### config.mk
export PLATFORM = sky130hd
export DESIGN_NAME = dcm_rst_ctrl
export DESIGN_NICKNAME = d
export VERILOG_FILES = /design/src/rtl/dcm_rst_ctrl.sv
export SDC_FILE = /design/constraint.sdc
export NUM_CORES = 1
export LEC_CHECK = 0
export CORE_ASPECT_RATIO = 1.1
export CORE_UTILIZATION = 30
export DETAILED_ROUTE_END_ITERATION = 6
export SETUP_SLACK_MARGIN = 0.3
export SLEW_MARGIN = 30
export SYNTH_ARGS = -nofsm -noshare
export SYNTH_HDL_FRONTEND = slang
export SYNTH_SLANG_ARGS = --single-unit
### constraint.sdc
create_clock -name CLK_IN -period 1.55 [get_ports CLK_IN]
set_clock_uncertainty 0.15 [all_clocks]
set_input_delay 0.3875 -clock CLK_IN [delete_from_list [all_inputs] [get_ports CLK_IN]]
set_output_delay 0.3875 -clock CLK_IN [all_outputs]
set_load 0.02 [all_outputs]
### src/rtl/dcm_rst_ctrl.sv
// dcm_rst_ctrl: reset sequencer for a DCM/clock manager.
//
// The controller pulses the DCM reset, waits for a lock with a timeout, and
// retries a bounded number of times. It then requires a run of consecutive
// lock cycles before it releases the system reset. A loss of lock while
// running restarts the whole sequence and leaves a sticky LOST flag.
//
// Ports
//   CLK_IN        : single clock, rising edge.
//   RST_IN        : asynchronous active-high reset.
//   LOCKED_IN     : DCM LOCKED, asynchronous to CLK_IN (double-synchronised).
//   DCM_RST_OUT   : reset to the DCM RST pin.
//   SYS_RST_OUT   : active-high reset for logic in the DCM output domains.
//   READY_OUT     : high in RUN.
//   FAIL_OUT      : high in FAIL (terminal until RST_IN).
//   LOST_OUT      : sticky, lock dropped while in RUN.
//   RETRY_CNT_OUT : current retry count.
//   STATE_OUT     : HOLD=0, WAIT=1, STABLE=2, RUN=3, FAIL=4.
module dcm_rst_ctrl #(
    parameter int unsigned DCM_RST_CYCLES = 3,
    parameter int unsigned LOCK_TIMEOUT   = 1000,
    parameter int unsigned STABLE_CYCLES  = 16,
    parameter int unsigned MAX_RETRY      = 7
) (
    input  logic       CLK_IN,
    input  logic       RST_IN,
    input  logic       LOCKED_IN,
    output logic       DCM_RST_OUT,
    output logic       SYS_RST_OUT,
    output logic       READY_OUT,
    output logic       FAIL_OUT,
    output logic       LOST_OUT,
    output logic [3:0] RETRY_CNT_OUT,
    output logic [2:0] STATE_OUT
);

    localparam logic [7:0]  HoldLast    = 8'(DCM_RST_CYCLES - 1);
    localparam logic [15:0] TimeoutLast = 16'(LOCK_TIMEOUT - 1);
    localparam logic [7:0]  StableLast  = 8'(STABLE_CYCLES - 1);
    localparam logic [3:0]  RetryMax    = 4'(MAX_RETRY);

    typedef enum logic [2:0] {
        StHold   = 3'd0,
        StWait   = 3'd1,
        StStable = 3'd2,
        StRun    = 3'd3,
        StFail   = 3'd4
    } state_e;

    state_e      state_q, state_d;
    logic        lock_meta_q;
    logic        lock_s_q;
    logic [7:0]  hold_cnt_q, hold_cnt_d;
    logic [15:0] timer_q, timer_d;
    logic [7:0]  stable_cnt_q, stable_cnt_d;
    logic [3:0]  retry_q, retry_d;
    logic        lost_q, lost_d;

    logic        dcm_rst_q, dcm_rst_d;
    logic        sys_rst_q, sys_rst_d;
    logic        ready_q, ready_d;
    logic        fail_q, fail_d;

    // State register, synchroniser and registered outputs.
    always_ff @(posedge CLK_IN or posedge RST_IN) begin
        if (RST_IN) begin
            state_q      <= StHold;
            lock_meta_q  <= 1'b0;
            lock_s_q     <= 1'b0;
            hold_cnt_q   <= '0;
            timer_q      <= '0;
            stable_cnt_q <= '0;
            retry_q      <= '0;
            lost_q       <= 1'b0;
            dcm_rst_q    <= 1'b1;
            sys_rst_q    <= 1'b1;
            ready_q      <= 1'b0;
            fail_q       <= 1'b0;
        end else begin
            state_q      <= state_d;
            lock_meta_q  <= LOCKED_IN;
            lock_s_q     <= lock_meta_q;
            hold_cnt_q   <= hold_cnt_d;
            timer_q      <= timer_d;
            stable_cnt_q <= stable_cnt_d;
            retry_q      <= retry_d;
            lost_q       <= lost_d;
            dcm_rst_q    <= dcm_rst_d;
            sys_rst_q    <= sys_rst_d;
            ready_q      <= ready_d;
            fail_q       <= fail_d;
        end
    end

    // Next-state logic. Counters default to zero so every state is entered
    // with fresh counts; a counter only advances while its state is held.
    always_comb begin
        state_d      = state_q;
        hold_cnt_d   = '0;
        timer_d      = '0;
        stable_cnt_d = '0;
        retry_d      = retry_q;
        lost_d       = lost_q;
        case (state_q)
            StHold: begin
                if (hold_cnt_q == HoldLast) begin
                    state_d = StWait;
                end else begin
                    hold_cnt_d = hold_cnt_q + 8'd1;
                end
            end
            StWait: begin
                // Lock is tested first so it wins over a coincident timeout.
                if (lock_s_q) begin
                    state_d = StStable;
                end else if (timer_q == TimeoutLast) begin
                    if (retry_q < RetryMax) begin
                        retry_d = retry_q + 4'd1;
                        state_d = StHold;
                    end else begin
                        state_d = StFail;
                    end
                end else begin
                    timer_d = timer_q + 16'd1;
                end
            end
            StStable: begin
                if (!lock_s_q) begin
                    state_d = StWait;
                end else if (stable_cnt_q == StableLast) begin
                    state_d = StRun;
                end else begin
                    stable_cnt_d = stable_cnt_q + 8'd1;
                end
            end
            StRun: begin
                if (!lock_s_q) begin
                    state_d = StHold;
                    retry_d = '0;
                    lost_d  = 1'b1;
                end
            end
            StFail: begin
                state_d = StFail;
            end
            default: begin
                state_d = StHold;
            end
        endcase
    end

    // Outputs are decoded from the next state so they change on the same
    // edge as the state register. DCM reset implies system reset.
    always_comb begin
        dcm_rst_d = (state_d == StHold) || (state_d == StFail);
        sys_rst_d = (state_d != StRun);
        ready_d   = (state_d == StRun);
        fail_d    = (state_d == StFail);
    end

    assign DCM_RST_OUT   = dcm_rst_q;
    assign SYS_RST_OUT   = sys_rst_q;
    assign READY_OUT     = ready_q;
    assign FAIL_OUT      = fail_q;
    assign LOST_OUT      = lost_q;
    assign RETRY_CNT_OUT = retry_q;
    assign STATE_OUT     = state_q;

endmodule

==> out/metrics.csv <==
metric,value,unit
status,"complete, but fails checks",
failing checks,setup timing,
clk buf depth,2,
layout cell share with drive strength beyond 1,47.5,%
"Hold-fix buffers, CTS",0,
dominant cells by area after synthesis,"dfrtp_1 50%, xnor2_1 5.1%, nor2_1 4.6%, xor2_1 4.3%, nand3_1 3.4%",
Detail Placement HPWL,3240,um
Crit path required time,1.62,ns
fin area,0.00331,mm^2
die height,92.2,um
Final min period,1.70,ns
Layout Utilization,46.7,%
TritonRoute pass-1 iters,4,
critical path data arrival time,1.78,ns
first-pass GRT wire length,8130,um
post-synthesis sequential area ratio,51.9,%
final hold violations,0,
Net Sw Power,1.03,mW
# nets final,291,
wl on met1,2130,um
Startpoint Class,flop,
critical path endpoint category,flop,
CP cell instances,nor4_2 -> buf_4 -> and4_4 -> buf_6 -> a31oi_1 -> a21oi_1,
PD cells,1060,mW/mm^2
max cap viols,0,
Initial Util,31.3,%
I/O pin total,15,
area growth from synthesis to layout,48.9,%
CTS buffer count,5,
Via Count,1789,
Int Power,2.48,mW
largest area contributor in the netlist,dfrtp_1,
GR Overflow Total,0,
final period utilization,110,%
row count,32,
slew margin rel.,79.1,%
top sig layer,met4,
clock share of power,30.5,%
IO Port Bufs,14,
core area,0.00709,mm^2
routed wire length,4800,um
drt drc,0,
total die area,0.00775,mm^2
actual slew at the worst max-slew pin,0.310,ns
critical path class,flop to flop,
Min-Delay Startpoint,lock_meta_q,
routed len/inst,13.0,um
placed cell count,351,
Critical path buffers and inverters,2,
Post-Syn Nets,219,
slowest cell delay on critical path,0.40,ns
GRT Resource Usage Total,13.3,%
Placed Instance Area,0.00284,mm^2
ANT cells,0,
DR WL met2,2460,um
Seq pwr share,40.0,%
clk sink count,46,
DR WL met3,92,um
hold crit path type,flop to flop,
Max Fanout on Critical Path,4,
r2r startpoint,timer_q[12],
top cell type's share of synthesized area,49.6,%
Top Family by Delay on Critical Path,simple AND/OR/NAND/NOR gates,
fraction of registers with async set/reset,100,%
number of synthesized flops with an enable pin,0,
Die X,84.0,um
Comb power frac,29.5,%
switch share,29.2,%
clock transition at the registers of the reported paths,0.09,ns
Tot Pwr,3.51,mW
R2R setup slack,-0.15,ns
vias in the first global route,1861,
Routed Antenna Nets,0,
Slew Limit Fails,0,
Worst path slowest cell,dfrtp_1,
CTS root buf,clkbuf_8,
final worst setup slack,-0.151,ns
synthesized area,0.00222,mm^2
fin cells,369,
Max VDD drop,700,uV
Via density,4.85,
Critical path origin,timer_q[12],
CTS tree,built,
leak pwr,1.37,nW
"Top FF cell, synth",dfrtp_1,
routability congestion estimate,0.808,
Mean Syn Cell Area,10.5,um^2
Iter 0 DRT Violations,49,
fmax,0.588,GHz
initial antenna violation count,0,
unrepaired setup endpoints after global routing,yes,
cell count after synthesis,211,
final setup violation count,38,
largest net degree at the start of global routing,20,
Filler Cell Count,664,
Hold WS,0.227,ns
Seq cells post-synth,46,
synth warn,0,
H-tree level count,2,
worst skew pair latency,0.30,ns
synth unique cells,40,
==> worst paths after layout <==
check | cells past startpoint | to
worst min-delay path | 0 | lock_s_q
max in group asynchronous | 3 | STATE_OUT[1]
worst min register to register | 0 | lock_s_q
min in group asynchronous | 2 | stable_cnt_q[4]
worst max-delay path | 6 | RETRY_CNT_OUT[2]
worst max register to register | 6 | RETRY_CNT_OUT[2]
==> flip-flops by register name (all words and copies together) (netlist names) <==
| signal | flops |
|---|---|
| FAIL_OUT | 1 |
| timer_q | 16 |
| lock_s_q | 1 |
| lock_meta_q | 1 |
| SYS_RST_OUT | 1 |
| hold_cnt_q | 8 |
| RETRY_CNT_OUT | 4 |
| DCM_RST_OUT | 1 |
| stable_cnt_q | 8 |
| STATE_OUT | 3 |
| READY_OUT | 1 |
| LOST_OUT | 1 |
==> cells in the final DEF (no fill, tap or decap), drive strengths merged <==
master         count
nor2b              1
and3               3
nand4              9
nor2              39
and2               2
nand2b             4
a21oi              6
clkinv             1
clkinvlp           1
o211ai             2
xnor2             13
xor2              11
mux2i              1
o21ai              4
clkdlybuf4s50      2
buf               66
nand2             10
or3                2
a31o               1
bufinv             2
dfstp              2
ha                 5
nor3               4
a22oi              1
and4               3
dfrtp             44
and4b              1
or4                1
o22ai              1
o21a               1
nor4               6
inv                5
clkbuf             5
or3b               1
nand3             15
nor3b              4
a21o               2
a2bb2oi            1
a31oi              2
==> metrics by stage <==
step                setup TNS (ns)  setup WS, ns
finish                       -2.90        -0.151
global route                 -4.90        -0.217
CTS                          -1.90        -0.139
detailed placement           -4.01        -0.173
global placement             -4.30        -0.181
floorplan                   -0.767       -0.0886
==> routing by layer <==
layer  vias to the layer above  global-route usage (%)
li1                        880                       -
met1                       878                    14.9
met2                        20                    23.8
met3                        11                    3.06
met4                         0                    6.32
met5                         -                       0
==> cells in the mapped netlist (2+ instances only) <==
cell type / n
and2_1: 2
nor3b_1: 2
dfstp_2: 2
nand2b_1: 4
o21ai_0: 4
a21o_1: 2
nor2_2: 9
nand4_1: 9
xnor2_1: 13
or3_1: 2
dfrtp_1: 44
buf_6: 2
nand2_1: 8
nor3_1: 4
inv_1: 6
o211ai_1: 2
nand3_1: 15
a31oi_1: 2
nor2_4: 2
xor2_1: 11
nor4_1: 6
buf_2: 2
a21oi_1: 6
and4_1: 3
ha_1: 5
nor3b_2: 2
and3_1: 3
nor2_1: 27
==> what timing repair did <==
item	in CTS	in global routing
cloned	1	0
pin swaps	13	7
setup buffers	5	4
resized for setup	100	27
setup endpoints to repair	55	56
==> cell families (layout without fill, tap and decap cells) <==
logic type,Yosys count,in the layout,synth area share [%]
AOI/OAI and AO/OA,21,21,5.92
xor gates and xnor gates,24,24,9.46
adders and majority gates,5,5,2.82
buffers and inverters,10,82,2.48
DFF,46,46,51.9
muxes,1,1,0.451
and+or+nand+nor,104,105,26.9
==> final cells by class <==
cell class | instances | area, um^2 | share of cell area [%]
clock buffers | 5 | 68.8 | 2.08
clock inverters | 3 | 68.8 | 2.08
inverters | 6 | 26.3 | 0.795
multi-input cells | 156 | 1260 | 38.2
flip-flops and latches | 46 | 1160 | 35.0
well taps | 85 | 106 | 3.22
repair buffers | 68 | 616 | 18.6
==> power by group through the flow <==
| stage | sequential, mW | combinational [mW] | clock [mW] |
|---|---|---|---|
| floorplan | 1.48 | 0.403 | 0 |
| global placement | 1.42 | 0.751 | 0 |
| detailed placement | 1.42 | 0.754 | 0 |
| CTS | 1.40 | 0.927 | 1.10 |
| global route | 1.42 | 1.12 | 1.14 |
| finish | 1.40 | 1.03 | 1.07 |
Power figures use the tool's default switching activity.
